## config.mk

```make
export PLATFORM = sky130hd
export DESIGN_NAME = mem_access_flat
export DESIGN_NICKNAME = d
export VERILOG_FILES = /design/src/rtl/mem_access_pkg.sv /design/src/rtl/mem_access_if.sv /design/src/rtl/mem_access_load_ext.sv /design/src/rtl/mem_access.sv /design/src/flat_wrapper.sv
export SDC_FILE = /design/constraint.sdc
export NUM_CORES = 1
export LEC_CHECK = 0
export ABC_AREA = 0
export ABC_CLOCK_PERIOD_IN_PS = 3310
export CAP_MARGIN = 15
export CORE_MARGIN = 4
export CORE_UTILIZATION = 50
export CTS_CLUSTER_DIAMETER = 50
export CTS_CLUSTER_SIZE = 20
export DETAILED_ROUTE_END_ITERATION = 10
export PLACE_DENSITY = 0.84
export SETUP_SLACK_MARGIN = 0.3
export SYNTH_ARGS = -nofsm -noshare
export SYNTH_HDL_FRONTEND = slang
export SYNTH_SLANG_ARGS = --single-unit
```

## constraint.sdc

```tcl
create_clock -name clk -period 3.31 [get_ports clk]
set_input_delay 0.662 -clock clk [delete_from_list [all_inputs] [get_ports clk]]
set_output_delay 0.662 -clock clk [all_outputs]
set_load 0.005 [all_outputs]
```

## src/rtl/mem_access_pkg.sv

```systemverilog
// Shared constants, state encoding and func3 decode helpers for the
// memory-access stage.
package mem_access_pkg;

   localparam logic [6:0]  OP_LOAD    = 7'b0000011;
   localparam logic [6:0]  OP_STORE   = 7'b0100011;

   localparam logic [2:0]  F3_LB      = 3'd0;
   localparam logic [2:0]  F3_LH      = 3'd1;
   localparam logic [2:0]  F3_LW      = 3'd2;
   localparam logic [2:0]  F3_LBU     = 3'd4;
   localparam logic [2:0]  F3_LHU     = 3'd5;
   localparam logic [2:0]  F3_SB      = 3'd0;
   localparam logic [2:0]  F3_SH      = 3'd1;
   localparam logic [2:0]  F3_SW      = 3'd2;

   localparam logic        RST_ENABLE = 1'b1;
   localparam logic [31:0] ZERO_WORD  = 32'h0000_0000;

   typedef enum logic [1:0] {
      ST_IDLE  = 2'd0,
      ST_LOAD  = 2'd1,
      ST_STORE = 2'd2,
      ST_DONE  = 2'd3
   } state_e;

   function automatic logic f3_supported(input logic [6:0] op, input logic [2:0] f3);
      if (op == OP_LOAD)
         return f3 inside {F3_LB, F3_LH, F3_LW, F3_LBU, F3_LHU};
      if (op == OP_STORE)
         return f3 inside {F3_SB, F3_SH, F3_SW};
      return 1'b0;
   endfunction

   // Index of the final byte of the transfer (N-1).
   function automatic logic [1:0] last_byte(input logic [2:0] f3);
      case (f3[1:0])
         2'd0:    return 2'd0;
         2'd1:    return 2'd1;
         default: return 2'd3;
      endcase
   endfunction

endpackage

```

## src/rtl/mem_access_if.sv

```systemverilog
// EX/MEM request, byte-wide RAM port and MEM/WB result bundle of the
// memory-access stage.
interface mem_access_if;
   logic        in_valid;
   logic [6:0]  opcode_i;
   logic [2:0]  func3_i;
   logic [31:0] mem_addr_i;
   logic [31:0] store_data_i;
   logic [4:0]  wd_i;
   logic        wreg_i;
   logic [31:0] wdata_i;

   logic [31:0] mem_a;
   logic        mem_wr;
   logic [7:0]  mem_dout;
   logic [7:0]  mem_din;

   logic        stall_o;
   logic        out_valid;
   logic [4:0]  wd_o;
   logic        wreg_o;
   logic [31:0] wdata_o;

   modport master (
      output in_valid, opcode_i, func3_i, mem_addr_i, store_data_i, wd_i, wreg_i, wdata_i,
      output mem_din,
      input  mem_a, mem_wr, mem_dout,
      input  stall_o, out_valid, wd_o, wreg_o, wdata_o
   );

   modport slave (
      input  in_valid, opcode_i, func3_i, mem_addr_i, store_data_i, wd_i, wreg_i, wdata_i,
      input  mem_din,
      output mem_a, mem_wr, mem_dout,
      output stall_o, out_valid, wd_o, wreg_o, wdata_o
   );
endinterface

```

## src/rtl/mem_access_load_ext.sv

```systemverilog
// Sign/zero extension of assembled load data according to func3.
module load_ext
   import mem_access_pkg::*;
(
   input  logic [31:0] data_i,
   input  logic [2:0]  func3_i,
   output logic [31:0] data_o
);
   always_comb begin
      data_o = data_i;
      case (func3_i)
         F3_LB:   data_o = {{24{data_i[7]}}, data_i[7:0]};
         F3_LH:   data_o = {{16{data_i[15]}}, data_i[15:0]};
         F3_LBU:  data_o = {24'd0, data_i[7:0]};
         F3_LHU:  data_o = {16'd0, data_i[15:0]};
         default: data_o = data_i;
      endcase
   end
endmodule

```

## src/rtl/mem_access.sv

```systemverilog
// Memory-access stage: serialises loads/stores over a byte-wide RAM port,
// little-endian, stalling upstream while a transfer is in flight.
module mem_access
   import mem_access_pkg::*;
#(
   parameter int RAM_LAT = 1
) (
   input  logic        clk,
   input  logic        rst,
   mem_access_if.slave bus
);
   localparam logic [1:0] LAT = 2'(RAM_LAT);

   state_e      state;
   logic [1:0]  idx, last_q, idx_nx, cap;
   logic        st_q, wreg_q;
   logic [2:0]  f3_q;
   logic [4:0]  wd_q;
   logic [31:0] addr_q, sdata_q, buf_q, assembled, ext_data;
   logic        is_mem, mem_ok;

   always_comb begin
      is_mem      = (bus.opcode_i == OP_LOAD) || (bus.opcode_i == OP_STORE);
      mem_ok      = bus.in_valid && f3_supported(bus.opcode_i, bus.func3_i);
      idx_nx      = idx + 2'd1;
      cap         = idx - LAT;
      bus.stall_o = (rst != RST_ENABLE) &&
                    ((state == ST_IDLE && mem_ok) || state == ST_LOAD || state == ST_STORE);
   end

   // The final byte is still on mem_din during DONE; merge it before extending.
   always_comb begin
      assembled = buf_q;
      assembled[{last_q, 3'b000} +: 8] = bus.mem_din;
   end

   load_ext u_load_ext (
      .data_i  (assembled),
      .func3_i (f3_q),
      .data_o  (ext_data)
   );

   always_ff @(posedge clk) begin
      if (rst == RST_ENABLE) begin
         state         <= ST_IDLE;
         idx           <= 2'd0;
         last_q        <= 2'd0;
         st_q          <= 1'b0;
         wreg_q        <= 1'b0;
         f3_q          <= 3'd0;
         wd_q          <= 5'd0;
         addr_q        <= ZERO_WORD;
         sdata_q       <= ZERO_WORD;
         buf_q         <= ZERO_WORD;
         bus.mem_a     <= ZERO_WORD;
         bus.mem_wr    <= 1'b0;
         bus.mem_dout  <= 8'd0;
         bus.out_valid <= 1'b0;
         bus.wd_o      <= 5'd0;
         bus.wreg_o    <= 1'b0;
         bus.wdata_o   <= ZERO_WORD;
      end else begin
         bus.mem_a     <= ZERO_WORD;
         bus.mem_wr    <= 1'b0;
         bus.mem_dout  <= 8'd0;
         bus.out_valid <= 1'b0;
         case (state)
            ST_IDLE: begin
               if (mem_ok) begin
                  f3_q      <= bus.func3_i;
                  addr_q    <= bus.mem_addr_i;
                  sdata_q   <= bus.store_data_i;
                  wd_q      <= bus.wd_i;
                  wreg_q    <= bus.wreg_i;
                  st_q      <= (bus.opcode_i == OP_STORE);
                  idx       <= 2'd0;
                  last_q    <= last_byte(bus.func3_i);
                  bus.mem_a <= bus.mem_addr_i;
                  if (bus.opcode_i == OP_STORE) begin
                     state        <= ST_STORE;
                     bus.mem_wr   <= 1'b1;
                     bus.mem_dout <= bus.store_data_i[7:0];
                  end else begin
                     state <= ST_LOAD;
                  end
               end else if (bus.in_valid) begin
                  // Unsupported load/store func3 falls through here with no write-back.
                  bus.out_valid <= 1'b1;
                  bus.wd_o      <= bus.wd_i;
                  bus.wreg_o    <= bus.wreg_i & ~is_mem;
                  bus.wdata_o   <= bus.wdata_i;
               end
            end
            ST_LOAD: begin
               if (idx >= LAT)
                  buf_q[{cap, 3'b000} +: 8] <= bus.mem_din;
               if (idx == last_q) begin
                  state <= ST_DONE;
               end else begin
                  idx       <= idx_nx;
                  bus.mem_a <= addr_q + {30'd0, idx_nx};
               end
            end
            ST_STORE: begin
               if (idx == last_q) begin
                  state <= ST_DONE;
               end else begin
                  idx          <= idx_nx;
                  bus.mem_a    <= addr_q + {30'd0, idx_nx};
                  bus.mem_wr   <= 1'b1;
                  bus.mem_dout <= sdata_q[{idx_nx, 3'b000} +: 8];
               end
            end
            ST_DONE: begin
               bus.out_valid <= 1'b1;
               bus.wd_o      <= wd_q;
               bus.wreg_o    <= st_q ? 1'b0 : wreg_q;
               bus.wdata_o   <= st_q ? ZERO_WORD : ext_data;
               state         <= ST_IDLE;
            end
            default: state <= ST_IDLE;
         endcase
      end
   end

endmodule

```

## src/flat_wrapper.sv

```systemverilog
// flat-port wrapper written by rule: the top's interface ports become plain ports
module mem_access_flat import mem_access_pkg::*;
#(
   parameter int RAM_LAT = 1
)
  (clk, rst, bus_in_valid, bus_opcode_i, bus_func3_i, bus_mem_addr_i, bus_store_data_i, bus_wd_i, bus_wreg_i, bus_wdata_i, bus_mem_din, bus_mem_a, bus_mem_wr, bus_mem_dout, bus_stall_o, bus_out_valid, bus_wd_o, bus_wreg_o, bus_wdata_o);
  mem_access_if bus_i ();
  input  logic clk;
  input  logic rst;
  input wire logic [$bits(bus_i.in_valid)-1:0] bus_in_valid;
  input wire logic [$bits(bus_i.opcode_i)-1:0] bus_opcode_i;
  input wire logic [$bits(bus_i.func3_i)-1:0] bus_func3_i;
  input wire logic [$bits(bus_i.mem_addr_i)-1:0] bus_mem_addr_i;
  input wire logic [$bits(bus_i.store_data_i)-1:0] bus_store_data_i;
  input wire logic [$bits(bus_i.wd_i)-1:0] bus_wd_i;
  input wire logic [$bits(bus_i.wreg_i)-1:0] bus_wreg_i;
  input wire logic [$bits(bus_i.wdata_i)-1:0] bus_wdata_i;
  input wire logic [$bits(bus_i.mem_din)-1:0] bus_mem_din;
  output wire logic [$bits(bus_i.mem_a)-1:0] bus_mem_a;
  output wire logic [$bits(bus_i.mem_wr)-1:0] bus_mem_wr;
  output wire logic [$bits(bus_i.mem_dout)-1:0] bus_mem_dout;
  output wire logic [$bits(bus_i.stall_o)-1:0] bus_stall_o;
  output wire logic [$bits(bus_i.out_valid)-1:0] bus_out_valid;
  output wire logic [$bits(bus_i.wd_o)-1:0] bus_wd_o;
  output wire logic [$bits(bus_i.wreg_o)-1:0] bus_wreg_o;
  output wire logic [$bits(bus_i.wdata_o)-1:0] bus_wdata_o;
  assign bus_i.in_valid = bus_in_valid;
  assign bus_i.opcode_i = bus_opcode_i;
  assign bus_i.func3_i = bus_func3_i;
  assign bus_i.mem_addr_i = bus_mem_addr_i;
  assign bus_i.store_data_i = bus_store_data_i;
  assign bus_i.wd_i = bus_wd_i;
  assign bus_i.wreg_i = bus_wreg_i;
  assign bus_i.wdata_i = bus_wdata_i;
  assign bus_i.mem_din = bus_mem_din;
  assign bus_mem_a = bus_i.mem_a;
  assign bus_mem_wr = bus_i.mem_wr;
  assign bus_mem_dout = bus_i.mem_dout;
  assign bus_stall_o = bus_i.stall_o;
  assign bus_out_valid = bus_i.out_valid;
  assign bus_wd_o = bus_i.wd_o;
  assign bus_wreg_o = bus_i.wreg_o;
  assign bus_wdata_o = bus_i.wdata_o;
  mem_access #(.RAM_LAT(RAM_LAT)) u_core (.clk(clk), .rst(rst), .bus(bus_i));
endmodule
```

==> impl_metrics.ini, run 1 <==
[sta]
tightest_slew_ps = 809.8
fin_skew_ps = 12.02
max_freq_mhz = 357.2
hold_viol_final = 0
slew_viol_final = 0
setup_tns_ps = 0
worst_slack_ps = 510.5
maxSlewHeadroom = 0.4601
rsz0062_at_grt = no
period_share = 0.8458
setup_viol = 0
finalCriticalPeriod_ps = 2799

[floorplanning]
ios = 204
die_height_microns = 140.3
placementRows = 48
start_util = 0.5081
die_x_microns = 140.3
dieArea_sq_um = 19700
core_sq_um = 17240

[global_routing]
grt_max_degree = 76
grt_pass1_vias = 8038
gr-total-overflow = 0
grt_pass1_wl_microns = 39190
antenna_found_initial = 1
grt.total_usage = 0.2419

[synthesis]
synth_nets = 1206
async_reset_ff_frac = 0
synth_edf_count = 0
syn_area_per_cell_sq_um = 8.230
netlist.top_cell.by_area = dfxtp_1
synth_warnings = 0
postSynthCellCount = 1064
ys_ff_latch = 192
yosysSeqAreaShare = 0.4389
netlist_area_sq_um = 8757
ys_types = 58
yosysTopAreaCellShare = 0.4389
synthTopCellsByArea = dfxtp_1, nand2_1, a21oi_1
ys.flop_type = dfxtp_1

[place]
dp_hpwl_microns = 16850
port_buffers = 203
gp_congestion = 0.8512
placed_cells = 1429
dp_slack_ps = 295.5

[routing]
drt_iter0_markers = 582
drt_pass1_iterations = 8
drt-vias-per-instance = 5.532
wl_microns = 24390
wl_per_cell_microns = 16.68
drc_errors = 0
ant_nets = 0
vias = 8088

[clocking]
cts.clk_slew.worst_paths_ps = 70
cts-buffers-inserted = 17
cts_tree = yes
hold_buffers = 0
cts_buffer_depth = 2
cts_setup_buffers = 0
htreeDepth = 4
cts-root-buf = clkbuf_16
clkSinkCount = 192
clk_latency_ps = 440

[cells_and_area]
n_fill_cell = 1396
seqCellArea_sq_um = 3844
drive_above_1_share = 0.07282
area.growth.synth_to_final_pct = 31.56
final_cells = 1462
fin_util = 0.6684
multi_input_area_sq_um = 4427
finalNetCount = 1365

[worst_setup_path]
cp.required_ps = 2650
crit_path_cell_trace = inv_1 -> ha_1 -> and2_4 -> o2111a_2 -> nor3_1 -> nor2_1 -> dlygate4sd2_1
worst_path_max_delay_cell = dfxtp_1
slowest_delay_ps = 380
crit_arrival_ps = 2140
endpoint_kind = output port
cp-start-kind = flip-flop
setup.worst_path.class = flip-flop to output port
reg2reg_slack_ps = 550
crit_path_max_fanout = 5

[outcome]
status = complete, no violations

[hold_path]
hp-class = flip-flop to flip-flop

[run]
drv_cap = 0

[pwr]
powerDensity_nw_per_um2 = 500.9
power.leakage_nw = 3.969
ir_drop_v = 0.0003821
cells by family (layout without fill, tap and decap cells):
| group | count (synthesis) | after routing | synth area share |
|---|---|---|---|
| fa+ha+maj | 19 | 19 | 0.02800 |
| simple gates | 434 | 434 | 0.2366 |
| buf+inv | 119 | 291 | 0.05601 |
| xor+xnor | 31 | 31 | 0.03101 |
| compound gates | 256 | 256 | 0.1832 |
| flops | 192 | 192 | 0.4389 |
| other cells | 0 | 1 | 0 |
| mux | 13 | 13 | 0.02629 |
cells in the mapped netlist (6+ instances only):
library cell / instances
o211ai_2: 10
inv_1: 39
o22ai_1: 10
a211oi_1: 8
a22oi_1: 40
buf_2: 16
nand4_1: 6
a21oi_1: 120
o21ai_1: 11
buf_1: 13
nor2b_1: 19
dfxtp_1: 192
ha_1: 18
o21ai_0: 30
clkbuf_1: 46
o211ai_1: 6
nor3_1: 41
mux4_2: 8
a32oi_1: 8
xnor2_1: 28
nand2_1: 199
nand3_1: 42
nor2_1: 86
area by class of cell:
cell class | instances | share of cell area
antenna | 1 | 0.0002172
multi-input combinational | 753 | 0.3842
timing repair buffer | 220 | 0.1882
clock buffer | 19 | 0.03845
inverter | 39 | 0.01271
sequential | 192 | 0.3336
clock inverter | 13 | 0.01814
tap | 225 | 0.02444
power by group:
| part | leakage [nW] | switching, W | internal [W] |
|---|---|---|---|
| Clock | 0.310 | 0.000894 | 0.00136 |
| Combinational | 2.10 | 0.000454 | 0.000526 |
| Sequential | 1.55 | 0.0000780 | 0.00246 |
| Total | 3.97 | 0.00143 | 0.00435 |
cells in the final DEF (no fill, tap or decap), drive strengths merged, types with 2 or more instances in the layout:
cell type	n
clkdlybuf4s50	201
or2	2
a32oi	8
nor3b	2
nor2	86
xnor2	28
and2	6
buf	18
clkinvlp	3
inv	41
nor3	41
nor4	8
and4bb	2
nor2b	19
o21ai	42
and4	5
nand3	43
mux2i	5
nand2	199
a31o	2
a22oi	40
a21o	2
a21oi	121
bufinv	5
nand2b	4
o22ai	10
o211ai	16
clkbuf	19
nor4bb	2
mux4	8
clkinv	3
nor4b	3
nand4	9
ha	18
dfxtp	192
xor2	3
a211oi	8
routing by layer:
layer / wire, microns / track usage
met1: 10140 / 0.2904
met2: 11890 / 0.4128
met3: 1673 / 0.06623
met4: 687 / 0.09281
met5: 0 / 0
critical path: cells and delay by family, from the launching register on:
kind                     cells  cell delay (ps)
AO/OA/AOI/OAI                1              180
adder cells (fa/ha/maj)      1              290
buffers and inverters        2              440
flip-flops                   1              380
AND/OR/NAND/NOR              3              410
sequential cells by signal, summed over array words and instances (netlist names):
| register | flops |
|---|---|
| u_core.sdata_q | 32 |
| u_core.bus.wreg_o | 1 |
| u_core.bus.mem_a | 32 |
| u_core.wd_q | 5 |
| u_core.last_q | 2 |
| u_core.buf_q | 32 |
| u_core.bus.out_valid | 1 |
| u_core.bus.mem_wr | 1 |
| u_core.f3_q | 3 |
| u_core.idx | 2 |
| u_core.addr_q | 32 |
| u_core.state | 2 |
| u_core.bus.mem_dout | 8 |
| u_core.wreg_q | 1 |
| u_core.bus.wdata_o | 32 |
| u_core.bus.wd_o | 5 |
| u_core.st_q | 1 |
metrics by stage:
step,hold slack [ps],power (W),instance area [sq um]
6_report,451.8,0.005771,11520
5_1_grt,471.8,0.005985,11520
4_1_cts,452.5,0.005789,11520
3_5_place_dp,443.6,0.003557,10870
3_3_place_gp,435.7,0.003537,10870
2_1_floorplan,428.6,0.003006,8757
what timing repair did:
item / CTS / global route
gates resized for setup: 2 / 0
setup endpoints to repair: 1 / 0
hold endpoints to repair: 0 / 0
final timing paths:
kind | startpoint | depth (start not counted) | to
setup / recovery | u_core.state[0] | 7 | bus_stall_o
hold / removal | u_core.sdata_q[20] | 2 | u_core.sdata_q[20]
setup reg to reg | u_core.last_q[0] | 7 | u_core.bus.wdata_o[18]
hold reg to reg | u_core.sdata_q[20] | 2 | u_core.sdata_q[20]
(Power assumes the default switching activity.)
==> run 2: changes to the inputs <==
--- a/config.mk
+++ b/config.mk
@@ -6,14 +6,14 @@
 export NUM_CORES = 1
 export LEC_CHECK = 0
 export ABC_AREA = 0
-export ABC_CLOCK_PERIOD_IN_PS = 3310
+export ABC_CLOCK_PERIOD_IN_PS = 2250
 export CAP_MARGIN = 15
 export CORE_MARGIN = 4
-export CORE_UTILIZATION = 50
+export CORE_UTILIZATION = 45
 export CTS_CLUSTER_DIAMETER = 50
 export CTS_CLUSTER_SIZE = 20
 export DETAILED_ROUTE_END_ITERATION = 10
-export PLACE_DENSITY = 0.84
+export PLACE_DENSITY = 0.8
 export SETUP_SLACK_MARGIN = 0.3
 export SYNTH_ARGS = -nofsm -noshare
 export SYNTH_HDL_FRONTEND = slang
==> constraint.sdc (replaced) <==
create_clock -name clk -period 2.25 [get_ports clk]
set_input_delay 0.45 -clock clk [delete_from_list [all_inputs] [get_ports clk]]
set_output_delay 0.45 -clock clk [all_outputs]
set_load 0.005 [all_outputs]
==> run 2 against run 1 <==
Net effect:
- non-clock buffer count is 65 higher
- core utilization decreased by 0.70 points
- global-route usage shrank 0.51 points
- combinational power grew 63%
- sequential share of layout area down 2.5 points
- clock power is 44% higher
==> impl_metrics.ini, run 2 (synthesis gave the netlist of run 1 again) <==
[worst_setup_path]
reg2reg_depth = 9
cp.required_ps = 1800
crit_path_cell_trace = inv_2 -> ha_4 -> and2_4 -> o2111a_2 -> nor3_2 -> nor2_1 -> buf_2
slowest_delay_ps = 330
reg2reg_to = u_core.bus.mem_a[23]
endpoint_kind = output port
reg2reg_slack_ps = 250
cp-start-kind = flip-flop
path_buf_inv = 2
setup.worst_path.class = flip-flop to output port
worst_path_max_delay_cell = dfxtp_2
crit_arrival_ps = 1640
cp_top_family = simple AND/OR/NAND/NOR gates
regToRegStartpoint = u_core.idx[0]
crit_path_max_fanout = 2

[routing]
vias = 8392
wl_per_cell_microns = 16.75
drt_pass1_iterations = 5
drc_errors = 0
ant_nets = 0
drt_iter0_markers = 599
wl_microns = 26170
drt-vias-per-instance = 5.373

[clocking]
cts_buffer_depth = 2
cts.clk_slew.worst_paths_ps = 70
htreeDepth = 4
cts-buffers-inserted = 17
clkSinkCount = 192
clk_latency_ps = 440
cts_tree = yes
cts-root-buf = clkbuf_16

[pwr]
pwr-share-comb = 0.187
ir_drop_v = 0.0005523
powerDensity_nw_per_um2 = 687.2
seqPwrFrac = 0.434
power.leakage_nw = 4.445
internal_power_w = 0.006420
clkPwrFrac = 0.380
sw_frac_of_total = 0.2524
p_switching_w = 0.002168

[cells_and_area]
final_area_sq_um = 12500
final_cell_mix = nand2_1, clkdlybuf4s50_1, dfxtp_1
finalNetCount = 1432
diodes = 0
multi_input_area_sq_um = 4711
final_common_cell = nand2_1
fin_util = 0.6614
seqCellArea_sq_um = 3861
area.growth.synth_to_final_pct = 42.69
drive_above_1_share = 0.1559
n_fill_cell = 1525
final_cells = 1562

[sta]
maxSlewHeadroom = 0.5384
setup_tns_ps = 0
fin_skew_ps = 18.72
worst_slack_ps = 159.0
setup_viol = 0
tightest_slew_ps = 691.5
slew_viol_final = 0
max_freq_mhz = 478.2
hold_viol_final = 0
finalCriticalPeriod_ps = 2091
rsz0062_at_grt = yes
period_share = 0.9293

[floorplanning]
placementRows = 50
die_x_microns = 147.5
dieArea_sq_um = 21760
core_sq_um = 18890
ios = 204
start_util = 0.4635
die_height_microns = 147.5

[global_routing]
grt_max_degree = 71
gr-total-overflow = 0
antenna_found_initial = 0
grt_pass1_vias = 8361
grt_pass1_wl_microns = 42210
grt.total_usage = 0.2368

[place]
placed_cell_area_sq_um = 11360
port_buffers = 203
gp_congestion = 0.8585
dp_hpwl_microns = 17420
dp_slack_ps = -308.5
placed_cells = 1505

[hold_path]
min_to = u_core.sdata_q[4]
hp-start = u_core.sdata_q[4]
min_path_cells = 2
hp-class = flip-flop to flip-flop

[run]
drv_cap = 0

[outcome]
status = complete, no violations
==> run 2: worst max path at each step <==
stage | to | depth (start not counted) | slack (ps) | start
3_3_place_gp | bus_stall_o | 6 | -280 | bus_opcode_i[2]
2_1_floorplan | u_core.bus.wdata_o[27] | 9 | 280 | u_core.last_q[1]
5_1_grt | bus_stall_o | 7 | 110 | u_core.state[1]
3_5_place_dp | bus_stall_o | 6 | -310 | bus_opcode_i[0]
6_report | bus_stall_o | 7 | 160 | u_core.state[0]
4_1_cts | bus_stall_o | 7 | 160 | u_core.state[1]
==> run 2: power groups by stage <==
stage / clock network, W / registers (W) / logic, W
global route: 0.00345 / 0.00376 / 0.00173
finish: 0.00326 / 0.00372 / 0.00160
floorplan: 0 / 0.00381 / 0.000611
CTS: 0.00331 / 0.00372 / 0.00157
detailed placement: 0 / 0.00380 / 0.00151
global placement: 0 / 0.00380 / 0.00150
==> run 2: area by class of cell <==
| type | instances | area share |
|---|---|---|
| well taps | 260 | 0.02603 |
| multi-input cells | 755 | 0.3770 |
| repair buffers | 285 | 0.2241 |
| clock inverters | 9 | 0.01131 |
| flip-flops and latches | 192 | 0.3090 |
| inverters | 39 | 0.01292 |
| clock buffers | 22 | 0.03965 |
==> run 2: per-layer routing <==
metal / up-vias / wire length, microns / part of all wire / track usage
met1: 3911 / 10690 / 0.41 / 0.2844
li1: 4114 / - / - / -
met2: 311 / 12680 / 0.48 / 0.4040
met5: - / 0 / 0 / 0
met4: 0 / 858 / 0.033 / 0.09879
met3: 56 / 1937 / 0.074 / 0.06009
==> run 2: stage by stage <==
| stage | total power, W | hold WS, ps |
|---|---|---|
| 2_1_floorplan | 0.004420 | 428.6 |
| 4_1_cts | 0.008603 | 452.4 |
| 6_report | 0.008588 | 448.0 |
| 5_1_grt | 0.008937 | 470.8 |
| 3_5_place_dp | 0.005315 | 442.6 |
| 3_3_place_gp | 0.005294 | 435.7 |
==> run 2: worst min-delay path: stages, from the launching register on <==
cell	delay [ps]
dfxtp_1	310
nand2_1	50
a21oi_1	50
==> run 2: repair_timing <==
action | 4_1_cts | 5_1_grt
pin swaps | 15 | 35
gates cloned | 3 | 0
hold buffers | 0 | 0
resized for setup | 42 | 36
endpoints found under the hold margin | 0 | 0
endpoints found under the setup margin | 95 | 106
setup buffers | 11 | 12
==> run 3: changes to the inputs <==
--- a/config.mk
+++ b/config.mk
@@ -8,6 +8,7 @@
 export ABC_AREA = 0
 export ABC_CLOCK_PERIOD_IN_PS = 2250
 export CAP_MARGIN = 15
+export CORE_ASPECT_RATIO = 0.5
 export CORE_MARGIN = 4
 export CORE_UTILIZATION = 45
 export CTS_CLUSTER_DIAMETER = 50
==> run 3 against run 2 <==
Net effect:
- maximum frequency up 4.0%
- die area increased by 0.62%
- register-to-register slack hardly changed
- non-clock buffer count grew 2
- clock skew fell by 9.1 ps
- final area is 0.31% lower
- highest routed layer unchanged
==> impl_metrics.ini, run 3 (synthesis gave the netlist of run 1 again) <==
[sta]
finalCriticalPeriod_ps = 2010
worst_slack_ps = 239.6
rsz0062_at_grt = yes
tightest_slew_ps = 709.5
maxSlewHeadroom = 0.5264
setup_viol = 0
hold_viol_final = 0
fin_skew_ps = 9.582
period_share = 0.8935
max_freq_mhz = 497.4
slew_viol_final = 0
whs_ps = 454.1

[pwr]
clkPwrFrac = 0.391
pwr-share-comb = 0.182
power.leakage_nw = 4.471
internal_power_w = 0.006556
powerDensity_nw_per_um2 = 700.4
seqPwrFrac = 0.427
ir_drop_v = 0.0005976
sw_frac_of_total = 0.2486
p_switching_w = 0.002169

[global_routing]
grt.total_usage = 0.2360
grt_pass1_vias = 8488
grt_max_degree = 70
grt_pass1_wl_microns = 42540
antenna_found_initial = 0
gr-total-overflow = 0

[cells_and_area]
finalNetCount = 1434
drive_above_1_share = 0.1525
final_common_cell = nand2_1
area.growth.synth_to_final_pct = 42.25
diodes = 0
n_fill_cell = 1490
final_cell_mix = nand2_1, clkdlybuf4s50_1, dfxtp_1
fin_util = 0.6646

[floorplanning]
dieArea_sq_um = 21890
ios = 204
placementRows = 35
core_sq_um = 18740
die_height_microns = 106.6
die_x_microns = 205.3
start_util = 0.4672

[clocking]
cts-buffers-inserted = 17
hold_buffers = 0
cts-root-buf = clkbuf_16
cts_buffer_depth = 2
cts.clk_slew.worst_paths_ps = 70
htreeDepth = 4
cts_tree = yes
clkSinkCount = 192
clk_latency_ps = 430

[hold_path]
hp-class = flip-flop to flip-flop

[routing]
ant_nets = 0
drc_errors = 0
wl_per_cell_microns = 17.02
wl_microns = 26620
drt-vias-per-instance = 5.438
drt_iter0_markers = 615
drt_pass1_iterations = 5
vias = 8505

[worst_setup_path]
worst_path_max_delay_cell = dfxtp_2
cp-start-kind = flip-flop
crit_path_max_fanout = 3
cp.required_ps = 1800
slowest_delay_ps = 340
setup.worst_path.class = flip-flop to output port
endpoint_kind = output port
crit_arrival_ps = 1560
crit_path_cell_trace = inv_2 -> buf_4 -> ha_1 -> nor3_2 -> nor2_1 -> buf_2

[place]
dp_slack_ps = -222.1
port_buffers = 203
gp_congestion = 0.8671
dp_hpwl_microns = 18290

[run]
drv_cap = 0

[outcome]
status = complete, no violations
## run 3: path summary, 6_finish.rpt
check | startpoint | to | slack (ps) | cells past startpoint
setup / recovery | u_core.state[1] | bus_stall_o | 240 | 6
hold / removal | u_core.sdata_q[11] | u_core.sdata_q[11] | 450 | 2
setup reg to reg | u_core.idx[0] | u_core.bus.mem_a[22] | 250 | 9
hold reg to reg | u_core.sdata_q[11] | u_core.sdata_q[11] | 450 | 2
## run 3: layout make-up
type | count | area (sq um) | share of cell area
Multi-Input combinational cell | 755 | 4667 | 0.3747
Clock buffer | 20 | 466.7 | 0.03747
Tap cell | 259 | 324.1 | 0.02601
Sequential cell | 192 | 3859 | 0.3098
Inverter | 39 | 158.9 | 0.01276
Timing Repair Buffer | 287 | 2779 | 0.2231
Clock inverter | 12 | 202.7 | 0.01627
## run 3: stage by stage
stage	power (W)	TNS, ps	cells	area [sq um]
floorplan	0.004420	0	1064	8848
global placement	0.005267	-209.3	1501	11340
detailed placement	0.005308	-2803	1501	11340
CTS	0.008746	0	1559	12340
global route	0.009048	0	1564	12460
finish	0.008725	0	1564	12460
## run 3: timing repair
action	in CTS	in global routing
pin swaps	22	12
gates cloned	3	0
gates resized for setup	39	18
setup endpoints to repair	108	112
setup buffers	23	5
## run 3: routing by layer
metal	global-route usage	up-vias	part of all wire
li1	-	4124	-
met1	0.2957	4046	0.42
met2	0.4183	277	0.51
met3	0.04140	58	0.048
met4	0.07116	0	0.025
met5	0	-	0
## run 3: critical path: cells and delay by family, from the launching register on
family | cells | cell delay, ps
fa+ha+maj | 1 | 250
flops | 1 | 340
simple gates | 2 | 240
buf+inv | 3 | 310
## run 3: power groups by stage
stage / clock, W / sequential (W) / combinational [W]
after floorplan: 0 / 0.00381 / 0.000611
after global placement: 0 / 0.00379 / 0.00147
after detailed placement: 0 / 0.00381 / 0.00150
after CTS: 0.00345 / 0.00373 / 0.00157
after global routing: 0.00358 / 0.00375 / 0.00171
final: 0.00341 / 0.00373 / 0.00159
